File: src/rtl/decode_stage.sv
// Registered instruction-decode stage with zf interlock, branch-shadow kill and flush.
// Optional: define DECODE_ILLEGAL_TRAP_EN to redirect unknown opcodes to TRAP_VEC.
module decode_stage #(
  parameter int OP_W     = 16,
  parameter int OPC_W    = 5,
  parameter int REG_AW   = 4,
  parameter int PC_W     = 8,
  parameter int DATA_W   = 40,
  parameter int ZF_LAT   = 2,
  parameter int SHADOW   = 1,
  parameter int TRAP_VEC = 0
) (
  input  logic              clk,
  input  logic              rst,
  input  logic              in_valid,
  output logic              in_ready,
  input  logic [OP_W-1:0]   op,
  input  logic              zf,
  input  logic              flush,
  output logic              out_valid,
  input  logic              out_ready,
  output logic [PC_W-1:0]   pc_in,
  output logic              pc_we,
  output logic [REG_AW-1:0] src0,
  output logic [REG_AW-1:0] src1,
  output logic [REG_AW-1:0] dst,
  output logic              reg_we,
  output logic              sel1,
  output logic              sel2,
  output logic [DATA_W-1:0] data,
  output logic [OPC_W-1:0]  alu_op,
  output logic              mem_we,
  output logic              illegal
);

  localparam logic [OPC_W-1:0] JMP        = OPC_W'(0);
  localparam logic [OPC_W-1:0] JNZ        = OPC_W'(1);
  localparam logic [OPC_W-1:0] INC        = OPC_W'(2);
  localparam logic [OPC_W-1:0] INC_DEPTH  = OPC_W'(3);
  localparam logic [OPC_W-1:0] COPY       = OPC_W'(4);
  localparam logic [OPC_W-1:0] REFERENCE  = OPC_W'(5);
  localparam logic [OPC_W-1:0] TO_UP      = OPC_W'(6);
  localparam logic [OPC_W-1:0] TO_DOWN    = OPC_W'(7);
  localparam logic [OPC_W-1:0] TO_LEFT    = OPC_W'(8);
  localparam logic [OPC_W-1:0] TO_RIGHT   = OPC_W'(9);
  localparam logic [OPC_W-1:0] INIT_DEPTH = OPC_W'(10);
  localparam logic [OPC_W-1:0] WHERE_ZERO = OPC_W'(11);
  localparam logic [OPC_W-1:0] COMP       = OPC_W'(12);
  localparam logic [OPC_W-1:0] CHECK      = OPC_W'(13);
  localparam logic [OPC_W-1:0] CHECK_4    = OPC_W'(14);
  localparam logic [OPC_W-1:0] POS_UP     = OPC_W'(15);
  localparam logic [OPC_W-1:0] POS_DOWN   = OPC_W'(16);
  localparam logic [OPC_W-1:0] POS_LEFT   = OPC_W'(17);
  localparam logic [OPC_W-1:0] POS_RIGHT  = OPC_W'(18);
  localparam logic [OPC_W-1:0] STORE      = OPC_W'(19);
  localparam logic [OPC_W-1:0] LI         = OPC_W'(20);

  // RA/RB: top bits of the first and second register fields below the opcode
  localparam int RA = OP_W - OPC_W - 1;
  localparam int RB = RA - REG_AW;
  localparam logic [PC_W-1:0] TRAP_PC = PC_W'(TRAP_VEC);
`ifdef DECODE_ILLEGAL_TRAP_EN
  localparam logic TRAP_EN = 1'b1;
`else
  localparam logic TRAP_EN = 1'b0;
`endif

  function automatic logic [2:0] sat_dec(input logic [2:0] v);
    return (v == 3'd0) ? 3'd0 : v - 3'd1;
  endfunction

  logic [OPC_W-1:0]  opc;
  logic [PC_W-1:0]   pc_in_p0;
  logic              pc_we_p0, reg_we_p0, sel1_p0, sel2_p0, mem_we_p0;
  logic [REG_AW-1:0] src0_p0, src1_p0, dst_p0;
  logic [DATA_W-1:0] data_p0;
  logic              is_flag_p0, is_cons_p0, bad_p0;

  assign opc = op[OP_W-1 -: OPC_W];

  // Stage p0: combinational decode, every field defaulted
  always_comb begin
    pc_in_p0   = '0;
    pc_we_p0   = 1'b0;
    src0_p0    = '0;
    src1_p0    = '0;
    dst_p0     = '0;
    reg_we_p0  = 1'b0;
    sel1_p0    = 1'b0;
    sel2_p0    = 1'b0;
    data_p0    = '0;
    mem_we_p0  = 1'b0;
    is_flag_p0 = 1'b0;
    bad_p0     = 1'b0;
    case (opc)
      JMP: begin
        pc_we_p0 = 1'b1;
        pc_in_p0 = op[PC_W-1:0];
      end
      JNZ: begin
        pc_we_p0 = zf;
        pc_in_p0 = op[PC_W-1:0];
      end
      INC, INC_DEPTH: begin
        dst_p0    = op[RA -: REG_AW];
        src1_p0   = op[RB -: REG_AW];
        reg_we_p0 = 1'b1;
      end
      COPY, REFERENCE, TO_UP, TO_DOWN, TO_LEFT, TO_RIGHT, INIT_DEPTH: begin
        dst_p0    = op[RA -: REG_AW];
        src1_p0   = op[RB -: REG_AW];
        reg_we_p0 = 1'b1;
        sel1_p0   = 1'b1;
      end
      WHERE_ZERO: begin
        dst_p0    = op[RA -: REG_AW];
        src1_p0   = op[RB -: REG_AW];
        reg_we_p0 = 1'b1;
        sel2_p0   = 1'b1;
      end
      COMP: begin
        src1_p0    = op[2*REG_AW-1 -: REG_AW];
        src0_p0    = op[REG_AW-1:0];
        sel1_p0    = 1'b1;
        pc_we_p0   = zf;
        is_flag_p0 = 1'b1;
      end
      CHECK: begin
        src1_p0    = op[REG_AW+1 -: REG_AW];
        data_p0    = DATA_W'(op[1:0]);
        pc_we_p0   = zf;
        is_flag_p0 = 1'b1;
      end
      CHECK_4: begin
        src1_p0                 = op[RA -: REG_AW];
        data_p0[DATA_W-1 -: 4]  = op[RB -: 4];
        pc_we_p0                = zf;
        is_flag_p0              = 1'b1;
      end
      POS_UP, POS_DOWN, POS_LEFT, POS_RIGHT: begin
        src0_p0    = op[REG_AW-1:0];
        sel1_p0    = 1'b1;
        pc_we_p0   = zf;
        is_flag_p0 = 1'b1;
      end
      STORE: begin
        src1_p0   = op[RA -: REG_AW];
        src0_p0   = op[RB -: REG_AW];
        sel1_p0   = 1'b1;
        mem_we_p0 = 1'b1;
      end
      LI: begin
        dst_p0    = op[RA -: REG_AW];
        data_p0   = DATA_W'(op[RB:0]);
        reg_we_p0 = 1'b1;
        sel1_p0   = 1'b1;
      end
      default: begin
        bad_p0   = 1'b1;
        pc_we_p0 = TRAP_EN;
        pc_in_p0 = TRAP_EN ? TRAP_PC : '0;
      end
    endcase
  end

  assign is_cons_p0 = is_flag_p0 || (opc == JNZ);

  logic              vld_p1, illegal_p1;
  logic [2:0]        zcnt_p1, scnt_p1;
  logic [PC_W-1:0]   pc_in_p1;
  logic              pc_we_p1, reg_we_p1, sel1_p1, sel2_p1, mem_we_p1;
  logic [REG_AW-1:0] src0_p1, src1_p1, dst_p1;
  logic [DATA_W-1:0] data_p1;
  logic [OPC_W-1:0]  alu_op_p1;
  logic              zf_wait_ok, accept, drop, take;

  // Only zf consumers wait on a pending flag; everything else flows through
  assign zf_wait_ok = !((zcnt_p1 != 3'd0) && in_valid && is_cons_p0);
  assign in_ready   = (!vld_p1 || out_ready) && zf_wait_ok && !flush;
  assign accept     = in_valid && in_ready;
  assign drop       = accept && (scnt_p1 != 3'd0);
  assign take       = accept && (scnt_p1 == 3'd0);

  // Stage p1: output register and interlock counters
  always_ff @(posedge clk) begin
    if (rst) begin
      vld_p1     <= 1'b0;
      illegal_p1 <= 1'b0;
      zcnt_p1    <= 3'd0;
      scnt_p1    <= 3'd0;
      pc_in_p1   <= '0;
      pc_we_p1   <= 1'b0;
      src0_p1    <= '0;
      src1_p1    <= '0;
      dst_p1     <= '0;
      reg_we_p1  <= 1'b0;
      sel1_p1    <= 1'b0;
      sel2_p1    <= 1'b0;
      data_p1    <= '0;
      alu_op_p1  <= '0;
      mem_we_p1  <= 1'b0;
    end else if (flush) begin
      vld_p1  <= 1'b0;
      zcnt_p1 <= 3'd0;
      scnt_p1 <= 3'd0;
    end else begin
      vld_p1 <= take || (vld_p1 && !out_ready);
      if (take) begin
        pc_in_p1  <= pc_in_p0;
        pc_we_p1  <= pc_we_p0;
        src0_p1   <= src0_p0;
        src1_p1   <= src1_p0;
        dst_p1    <= dst_p0;
        reg_we_p1 <= reg_we_p0;
        sel1_p1   <= sel1_p0;
        sel2_p1   <= sel2_p0;
        data_p1   <= data_p0;
        alu_op_p1 <= opc;
        mem_we_p1 <= mem_we_p0;
      end
      if (take && bad_p0)
        illegal_p1 <= 1'b1;
      if (take && is_flag_p0)
        zcnt_p1 <= 3'(ZF_LAT);
      else
        zcnt_p1 <= sat_dec(zcnt_p1);
      if (take && pc_we_p0)
        scnt_p1 <= 3'(SHADOW);
      else if (drop)
        scnt_p1 <= sat_dec(scnt_p1);
    end
  end

  assign out_valid = vld_p1;
  assign illegal   = illegal_p1;
  assign pc_in     = pc_in_p1;
  assign pc_we     = pc_we_p1;
  assign src0      = src0_p1;
  assign src1      = src1_p1;
  assign dst       = dst_p1;
  assign reg_we    = reg_we_p1;
  assign sel1      = sel1_p1;
  assign sel2      = sel2_p1;
  assign data      = data_p1;
  assign alu_op    = alu_op_p1;
  assign mem_we    = mem_we_p1;

endmodule

File: config.mk
export PLATFORM = sky130hd
export DESIGN_NAME = decode_stage
export DESIGN_NICKNAME = d
export VERILOG_FILES = /design/src/rtl/decode_stage.sv
export SDC_FILE = /design/constraint.sdc
export NUM_CORES = 1
export LEC_CHECK = 0
export ABC_AREA = 1
export CAP_MARGIN = 20
export CORE_MARGIN = 2
export CORE_UTILIZATION = 48
export DETAILED_ROUTE_END_ITERATION = 7
export PLACE_DENSITY = 0.86
export SLEW_MARGIN = 20
export SYNTH_ARGS = -nofsm -noshare
export SYNTH_HDL_FRONTEND = slang
export SYNTH_SLANG_ARGS = --single-unit
File: constraint.sdc
create_clock -name clk -period 3.8 [get_ports clk]
set_input_delay 0.57 -clock clk [delete_from_list [all_inputs] [get_ports clk]]
set_output_delay 0.57 -clock clk [all_outputs]
set_load 0.02 [all_outputs]
==> flow_metrics.tcl, run 1 <==
set metrics [dict create \
    cts_max_level 2 \
    fin_crit_ps 3280 \
    reg2reg_to "scnt_p1[2]$_SDFFE_PP0P_" \
    cts_root_buffer "clkbuf_8" \
    grt_pass1_wl_um 10600 \
    die_w_um 76.3 \
    reg2reg_from "zcnt_p1[1]$_SDFF_PP0_" \
    hold_path_class "reg -> reg" \
    rsz0062_at_grt "no" \
    cts_resized 0 \
    path_class "in -> out" \
    fin_crit_sh_pct 86.3 \
    port_buffers 65 \
    holdWs_ps 466 \
    worstMarginPinSlew_ps 611 \
    cp_data_arrival_time_ps 2710 \
    hold_viol_final 0 \
    post_cts_buffers 0 \
    seq_area_frac_synth_pct 39.1 \
    rr_worst_depth 10 \
    vias_per_cell 4.96 \
    clock_sinks 49 \
    yosysTopAreaCellShare_pct 39.1 \
    worst_clock_skew_ps 5.31 \
    place_congestion 0.908 \
    dieArea_mm2 0.00583 \
    slew_headroom_pct 59.1 \
    dr.pass1.iters 5 \
    cp_num_buf_inv 3 \
    worstHoldStart "data[38]$_SDFFE_PP0P_" \
    grt_pass1_vias 2228 \
    clk_path_buf_depth 2 \
    io_pins 95 \
    drtIter0Drc 221 \
    synth_cells 366 \
    status "complete, no violations" \
    start_util_pct 49.5 \
    regArea_um2 981 \
    antenna_cells 0 \
    yosysUniqueCellTypes 24 \
    endpoint_kind "output pin" \
    clock.fmax_mhz 305 \
    coreArea_mm2 0.00507 \
    mappedNetlistArea_mm2 0.00251 \
    critPathTopFamily "buffers and inverters" \
    async_reset_ff_share_pct 0 \
    die_h_um 76.3 \
    path_max_fanout 10 \
    crit_chain "clkdlybuf4s50_1, inv_2, nand3_2, nand2_1, nor2_1, nand2_1, a21oi_1, clkdlybuf4s50_1" \
    clk_latency_ps 300 \
    power_density_mw_per_mm2 338 \
    fin_ws_ps 520 \
    clk_pin_slew_ps 80 \
    fin_util_pct 63.0 \
    synth.avg_cell_area_um2 6.86 \
    hpwl_um 4840 \
    max_cap_violations 0 \
    numCtsBuffers 5 \
    min_to "data[38]$_SDFFE_PP0P_" \
    finalSetupTns_ps 0 \
    overflow 0 \
    yosysWarnings 0 \
    crit_path_top_delay_cell "clkdlybuf4s50_1" \
    drive_gt1_share_pct 3.27 \
    antenna_left 0 \
    hold_depth 2 \
    drcViolationCount 0 \
    synth_top_cell_by_area "dfxtp_1" \
    finalSetupViolCount 0 \
    num_vias 2471 \
    pre_cts_slack_ps 549 \
    drt_wl_total_um 6380 \
    cts_tree "done" \
    synth_common_cells "nand2_1, a21oi_1, dfxtp_1" \
    nets 451 \
    netlist_top_cells_area "dfxtp_1, nand2_1, a21oi_1" \
    synth_ff_type "dfxtp_1" \
    holdBufCountCts 0 \
    track_usage_pct 22.1 \
    antenna_found_initial 0 \
    ys_ff_latch 49 \
    synth-edff-count 0 \
    start_kind "input port" \
    max-vdd-ir-drop_v 0.000238 \
    row_count 26 \
    synth_most_common_cell "nand2_1" \
    grt_max_degree 38 \
    rrSetupSlack_ps 1920 \
    cp.required_ps 3230 \
    nFillCells 479 \
    p_leak_nw 1.30 \
    drv_slew 0 \
    post_drt_wl_per_cell_um 12.8 \
    area_delta_synth_final_pct 27.4 \
    max_stage_delay_ps 660 \
    multiInputGateArea_mm2 0.00121 \
]
-- tightest hold or removal path, stage by stage, from the launching register on --
cell	delay (ps)
dfxtp_1	320
nand2_1	60
a21oi_1	50
-- cells in the final DEF, fill, tap and decap left out, types with 2 or more instances in the layout --
master           Yosys  final
a21oi_1             53     53
buf_4               30      2
clkbuf_8             0      6
clkdlybuf4s50_1      0     65
conb_1               1     29
dfxtp_1             49     49
ha_1                 2      2
inv_1               35     35
nand2_1             88     88
nand3_1             30     30
nand4_1              6      6
nor2_1              33     33
nor3_1               2      2
o21ai_0             14     14
o22ai_1              4      4
-- how the worst max path moves through the flow --
stage | start | to | slack (ps) | cells past startpoint
2_1_floorplan | op[12] | in_ready | 1760 | 7
3_3_place_gp | op[15] | in_ready | 580 | 8
3_5_place_dp | op[15] | in_ready | 550 | 8
4_1_cts | op[15] | in_ready | 540 | 8
5_1_grt | op[15] | in_ready | 410 | 8
6_report | op[15] | in_ready | 520 | 8
-- kinds of logic after synthesis --
logic type / synth area share (%)
simple gates: 27.8
compound gates: 15.0
flops: 39.1
other cells: 0.149
buf+inv: 17.0
fa+ha+maj: 0.996
-- report_power, final --
part | internal (mW) | switching, mW | total [mW]
combinational | 0.0569 | 0.115 | 0.172
clock | 0.215 | 0.167 | 0.381
sequential | 0.522 | 0.00489 | 0.527
total | 0.794 | 0.287 | 1.08
-- per-stage QoR --
stage                     instances  cell area (um^2)  total power [mW]
final                           498              3200              1.08
after global routing            498              3200              1.12
after CTS                       498              3200              1.08
after detailed placement        490              3080             0.710
after global placement          490              3080             0.707
after floorplan                 394              2620             0.668
-- per-layer routing --
metal | track usage (%) | part of all wire (%) | vias to the layer above
li1 | - | - | 1251
met1 | 28.6 | 43 | 1097
met2 | 38.1 | 49 | 115
met3 | 4.62 | 6.5 | 8
met4 | 4.73 | 1.0 | 0
met5 | 0 | 0 | -
-- area by class of cell --
| class | instances | area share (%) |
|---|---|---|
| timing repair buffer | 67 | 20.8 |
| clock buffer | 7 | 2.70 |
| clock inverter | 1 | 0.939 |
| inverter | 37 | 4.42 |
| sequential | 49 | 30.7 |
| multi-input combinational | 267 | 37.7 |
| tap | 70 | 2.74 |
-- sequential cells by signal, indices dropped and copies added, names as in the netlist --
| register | cells |
|---|---|
| pc_we | 1 |
| illegal | 1 |
| dst | 4 |
| alu_op | 5 |
| mem_we | 1 |
| src0 | 4 |
| sel1 | 1 |
| out_valid | 1 |
| data | 11 |
| src1 | 4 |
| sel2 | 1 |
| zcnt_p1 | 3 |
| scnt_p1 | 3 |
| reg_we | 1 |
| pc_in | 8 |
Note: power is estimated with default switching activity, not from simulation.
==> inputs of run 2 (changes only) <==
--- a/config.mk
+++ b/config.mk
@@ -10,6 +10,7 @@
 export CORE_MARGIN = 2
 export CORE_UTILIZATION = 48
 export DETAILED_ROUTE_END_ITERATION = 7
+export MAX_ROUTING_LAYER = met4
 export PLACE_DENSITY = 0.86
 export SLEW_MARGIN = 20
 export SYNTH_ARGS = -nofsm -noshare
==> run 2 against run 1 <==
Routed wire length shrank 3.1%. Worst setup slack gained 17 ps. First-iteration DRC count shrank 19%.
==> flow_metrics.tcl, run 2 (synthesized netlist as in run 1, its figures left out) <==
set metrics [dict create \
    row_count 26 \
    path_max_fanout 10 \
    fin_crit_sh_pct 85.9 \
    cts_max_level 2 \
    dr.pass1.iters 5 \
    post_drt_wl_per_cell_um 12.4 \
    cts_root_buffer "clkbuf_8" \
    final_cell_mix "nand2_1, clkdlybuf4s50_1, a21oi_1, dfxtp_1, inv_1" \
    p_total_mw 1.02 \
    stdcell_count 498 \
    rrSetupSlack_ps 1940 \
    endpoint_kind "output pin" \
    postLayoutCellArea_mm2 0.00318 \
    hold_path_class "reg -> reg" \
    clock_sinks 49 \
    cts_resized 0 \
    p_int_uw 727 \
    nets 451 \
    antenna_cells 0 \
    grt_pass1_vias 2142 \
    die_w_um 76.3 \
    clock.fmax_mhz 306 \
    path_class "in -> out" \
    io_pins 95 \
    track_usage_pct 21.6 \
    max_cap_violations 0 \
    status "complete, no violations" \
    area_delta_synth_final_pct 26.6 \
    die_h_um 76.3 \
    numCtsBuffers 5 \
    num_vias 2468 \
    nFillCells 475 \
    p_leak_nw 1.30 \
    slew_headroom_pct 64.1 \
    final_common_cell "nand2_1" \
    port_buffers 65 \
    combPwrFrac_pct 16.9 \
    clk_pin_slew_ps 80 \
    vias_per_cell 4.96 \
    sw_frac_of_total_pct 28.6 \
    clk_path_buf_depth 2 \
    rr_worst_depth 10 \
    regArea_um2 981 \
    place_congestion 0.922 \
    clk_latency_ps 300 \
    cp_data_arrival_time_ps 2690 \
    antenna_left 0 \
    drcViolationCount 0 \
    power_frac_clock_pct 31.3 \
    cts_tree "done" \
    multiInputGateArea_mm2 0.00121 \
    grt_max_degree 38 \
    rsz0062_at_grt "no" \
    hold_depth 1 \
    antenna_found_initial 0 \
    drv_slew 0 \
    crit_chain "clkdlybuf4s50_1, inv_2, nand3_2, nand2_1, nor2_1, nand2_1, a21oi_1, clkdlybuf4s50_1" \
    start_kind "input port" \
    largest_reg_flops 11 \
    cp.required_ps 3230 \
    finalSetupTns_ps 0 \
    grt_pass1_wl_um 10200 \
    fin_crit_ps 3260 \
    fin_ws_ps 537 \
    crit_path_top_delay_cell "clkdlybuf4s50_1" \
    drt_wl_total_um 6180 \
    crit_cells 8 \
    hold_viol_final 0 \
    post_cts_buffers 0 \
    worst_clock_skew_ps 10.6 \
    holdBufCountCts 0 \
    power_density_mw_per_mm2 320 \
    dieArea_mm2 0.00583 \
    holdWs_ps 461 \
    finalSetupViolCount 0 \
    hpwl_um 4630 \
    place_area_mm2 0.00308 \
    coreArea_mm2 0.00507 \
    worstMarginPinSlew_ps 537 \
    start_util_pct 49.5 \
    p_seq_share_pct 51.8 \
    critPathTopFamily "buffers and inverters" \
    drive_gt1_share_pct 3.50 \
    power_switching_uw 291 \
    place_inst 490 \
    fin_util_pct 62.6 \
    overflow 0 \
    max-vdd-ir-drop_v 0.000198 \
    max_stage_delay_ps 670 \
    cp_num_buf_inv 3 \
    drtIter0Drc 178 \
    pre_cts_slack_ps 547 \
]
==> run 2: changes by cell type in the layout (fill, tap and decap cells not counted), sizes merged <==
| cell | previous run | this run |
|---|---|---|
| clkinv | 0 | 2 |
| bufinv | 1 | 0 |
| clkbuf | 7 | 6 |
==> run 2: layout make-up <==
class                      instances  share of cell area [%]
multi-input combinational        267                    38.0
sequential                        49                    30.9
timing repair buffer              67                    20.9
inverter                          37                    4.45
tap                               70                    2.75
clock buffer                       6                    2.60
clock inverter                     2                   0.433
==> run 2: worst paths after layout <==
check                        start                 endpoint
min reg2reg  zcnt_p1[0]$_SDFF_PP0_    zcnt_p1[0]$_SDFF_PP0_
max reg2reg  zcnt_p1[0]$_SDFF_PP0_  scnt_p1[1]$_SDFFE_PP0P_
max                         op[15]                 in_ready
min          zcnt_p1[0]$_SDFF_PP0_    zcnt_p1[0]$_SDFF_PP0_
==> run 2: power by group through the flow <==
| stage | Combinational (mW) | Sequential, mW | Clock [mW] |
|---|---|---|---|
| 2_1_floorplan | 0.118 | 0.550 | 0 |
| 3_3_place_gp | 0.169 | 0.539 | 0 |
| 3_5_place_dp | 0.170 | 0.539 | 0 |
| 4_1_cts | 0.170 | 0.527 | 0.322 |
| 5_1_grt | 0.186 | 0.529 | 0.346 |
| 6_report | 0.172 | 0.527 | 0.319 |
==> run 2: per-layer routing <==
metal / vias to the layer above / share of wire, % / global-route usage (%)
met5: - / 0 / -
met4: 0 / 0.81 / 4.55
met3: 7 / 5.2 / 3.32
met2: 92 / 48 / 35.0
met1: 1124 / 46 / 28.8
li1: 1245 / - / -
==> inputs of run 3 (changes only) <==
--- a/config.mk
+++ b/config.mk
@@ -8,10 +8,9 @@
 export ABC_AREA = 1
 export CAP_MARGIN = 20
 export CORE_MARGIN = 2
-export CORE_UTILIZATION = 48
+export CORE_UTILIZATION = 30
 export DETAILED_ROUTE_END_ITERATION = 7
 export MAX_ROUTING_LAYER = met4
-export PLACE_DENSITY = 0.86
 export SLEW_MARGIN = 20
 export SYNTH_ARGS = -nofsm -noshare
 export SYNTH_HDL_FRONTEND = slang
==> run 3 against run 2 <==
Count of clock-buffer cells in the layout is 1 lower. Largest cell class unchanged. Sequential cell count stayed put. Critical path type unchanged. Sequential share of layout area is 0.36 points lower. Worst hold slack better by 5.3 ps. First-iteration DRC count is 25% lower. Clock skew is 7.0 ps lower. Sequential power hardly changed. Via count is 1.7% lower. Non-clock buffer count stayed put.
==> flow_metrics.tcl, run 3 (synthesized netlist as in run 1, its figures left out) <==
set metrics [dict create \
    antenna_left 0 \
    clock.fmax_mhz 309 \
    cp_num_buf_inv 3 \
    drv_slew 0 \
    cts_resized 0 \
    postLayoutCellArea_mm2 0.00322 \
    cp.required_ps 3230 \
    start_kind "input port" \
    fin_ws_ps 564 \
    row_count 33 \
    final_common_cell "nand2_1" \
    nets 451 \
    power_density_mw_per_mm2 314 \
    post_cts_buffers 0 \
    numCtsBuffers 5 \
    vias_per_cell 4.55 \
    p_leak_nw 1.29 \
    finalSetupViolCount 0 \
    start_util_pct 30.7 \
    grt_pass1_wl_um 10400 \
    max_stage_delay_ps 660 \
    clock_sinks 49 \
    max-vdd-ir-drop_v 0.000112 \
    hpwl_um 4980 \
    critPathTopFamily "buffers and inverters" \
    place_area_mm2 0.00313 \
    path_class "in -> out" \
    post_drt_wl_per_cell_um 12.4 \
    rsz0062_at_grt "no" \
    largest_reg_flops 11 \
    io_pins 95 \
    status "complete, no violations" \
    drcViolationCount 0 \
    port_buffers 65 \
    hold_path_class "reg -> reg" \
    die_w_um 95.5 \
    clk_pin_slew_ps 90 \
    worst_clock_skew_ps 3.61 \
    holdBufCountCts 0 \
    fin_crit_ps 3240 \
    max_cap_violations 0 \
    cp_data_arrival_time_ps 2670 \
    track_usage_pct 14.9 \
    cts_max_level 2 \
    dieArea_mm2 0.00912 \
    antenna_found_initial 0 \
    crit_chain "clkdlybuf4s50_1, inv_2, nand3_2, nand2_1, nor2_1, nand2_1, a21oi_1, clkdlybuf4s50_1" \
    pre_cts_slack_ps 562 \
    num_vias 2425 \
    area_delta_synth_final_pct 28.1 \
    drt_wl_total_um 6600 \
    final_cell_mix "nand2_1, clkdlybuf4s50_1, a21oi_1, dfxtp_1, inv_1" \
    drive_gt1_share_pct 3.50 \
    p_total_mw 1.01 \
    place_congestion 0.943 \
    overflow 0 \
    cts_tree "done" \
    clk_path_buf_depth 2 \
    crit_path_top_delay_cell "clkdlybuf4s50_1" \
    grt_max_degree 44 \
    die_h_um 95.5 \
    finalSetupTns_ps 0 \
    clk_latency_ps 300 \
    drtIter0Drc 134 \
    antenna_cells 0 \
    fin_crit_sh_pct 85.1 \
    endpoint_kind "output pin" \
    hold_viol_final 0 \
    nFillCells 868 \
    coreArea_mm2 0.00818 \
    path_max_fanout 10 \
    grt_pass1_vias 2215 \
    dr.pass1.iters 5 \
    cts_root_buffer "clkbuf_8" \
]
-- run 3: final cells by class --
type | count | area (um^2) | area share [%]
clock buffer | 5 | 68.8 | 2.14
clock inverter | 3 | 21.3 | 0.661
inverter | 37 | 141 | 4.40
multi-input combinational | 267 | 1210 | 37.5
sequential | 49 | 981 | 30.5
tap | 105 | 131 | 4.08
timing repair buffer | 67 | 666 | 20.7
-- run 3: worst paths after layout --
| kind | end | slack (ps) | depth (start not counted) | startpoint |
|---|---|---|---|---|
| max | in_ready | 560 | 8 | op[15] |
| min | illegal$_SDFFE_PP0P_ | 470 | 2 | illegal$_SDFFE_PP0P_ |
| max reg2reg | scnt_p1[2]$_SDFFE_PP0P_ | 1700 | 10 | zcnt_p1[0]$_SDFF_PP0_ |
| min reg2reg | illegal$_SDFFE_PP0P_ | 470 | 2 | illegal$_SDFFE_PP0P_ |
-- run 3: layer usage --
metal / routed length, um / track usage (%) / up-vias / part of all wire [%]
met5: 0 / - / - / 0
met4: 104 / 5.24 / 0 / 1.6
met3: 450 / 3.32 / 10 / 6.8
met2: 2930 / 22.4 / 89 / 44
met1: 3110 / 19.7 / 1073 / 47
li1: - / - / 1253 / -
-- run 3: worst min-delay path: cells and delay by family, from the launching register on --
kind	cells	cell delay [ps]
buf+inv	1	50
flops	1	330
compound gates	1	50
-- run 3: metrics by stage --
stage | hold slack (ps) | util, % | cells
after detailed placement | 446 | 38.2 | 525
after floorplan | 424 | - | 394
final | 467 | 39.3 | 533
after global placement | 444 | 38.2 | 525
after global routing | 490 | 39.3 | 533
after CTS | 465 | 39.3 | 533
-- run 3: power breakdown --
group	internal (mW)	switching [mW]
Sequential	0.523	0.00507
Clock	0.131	0.180
Combinational	0.0569	0.115
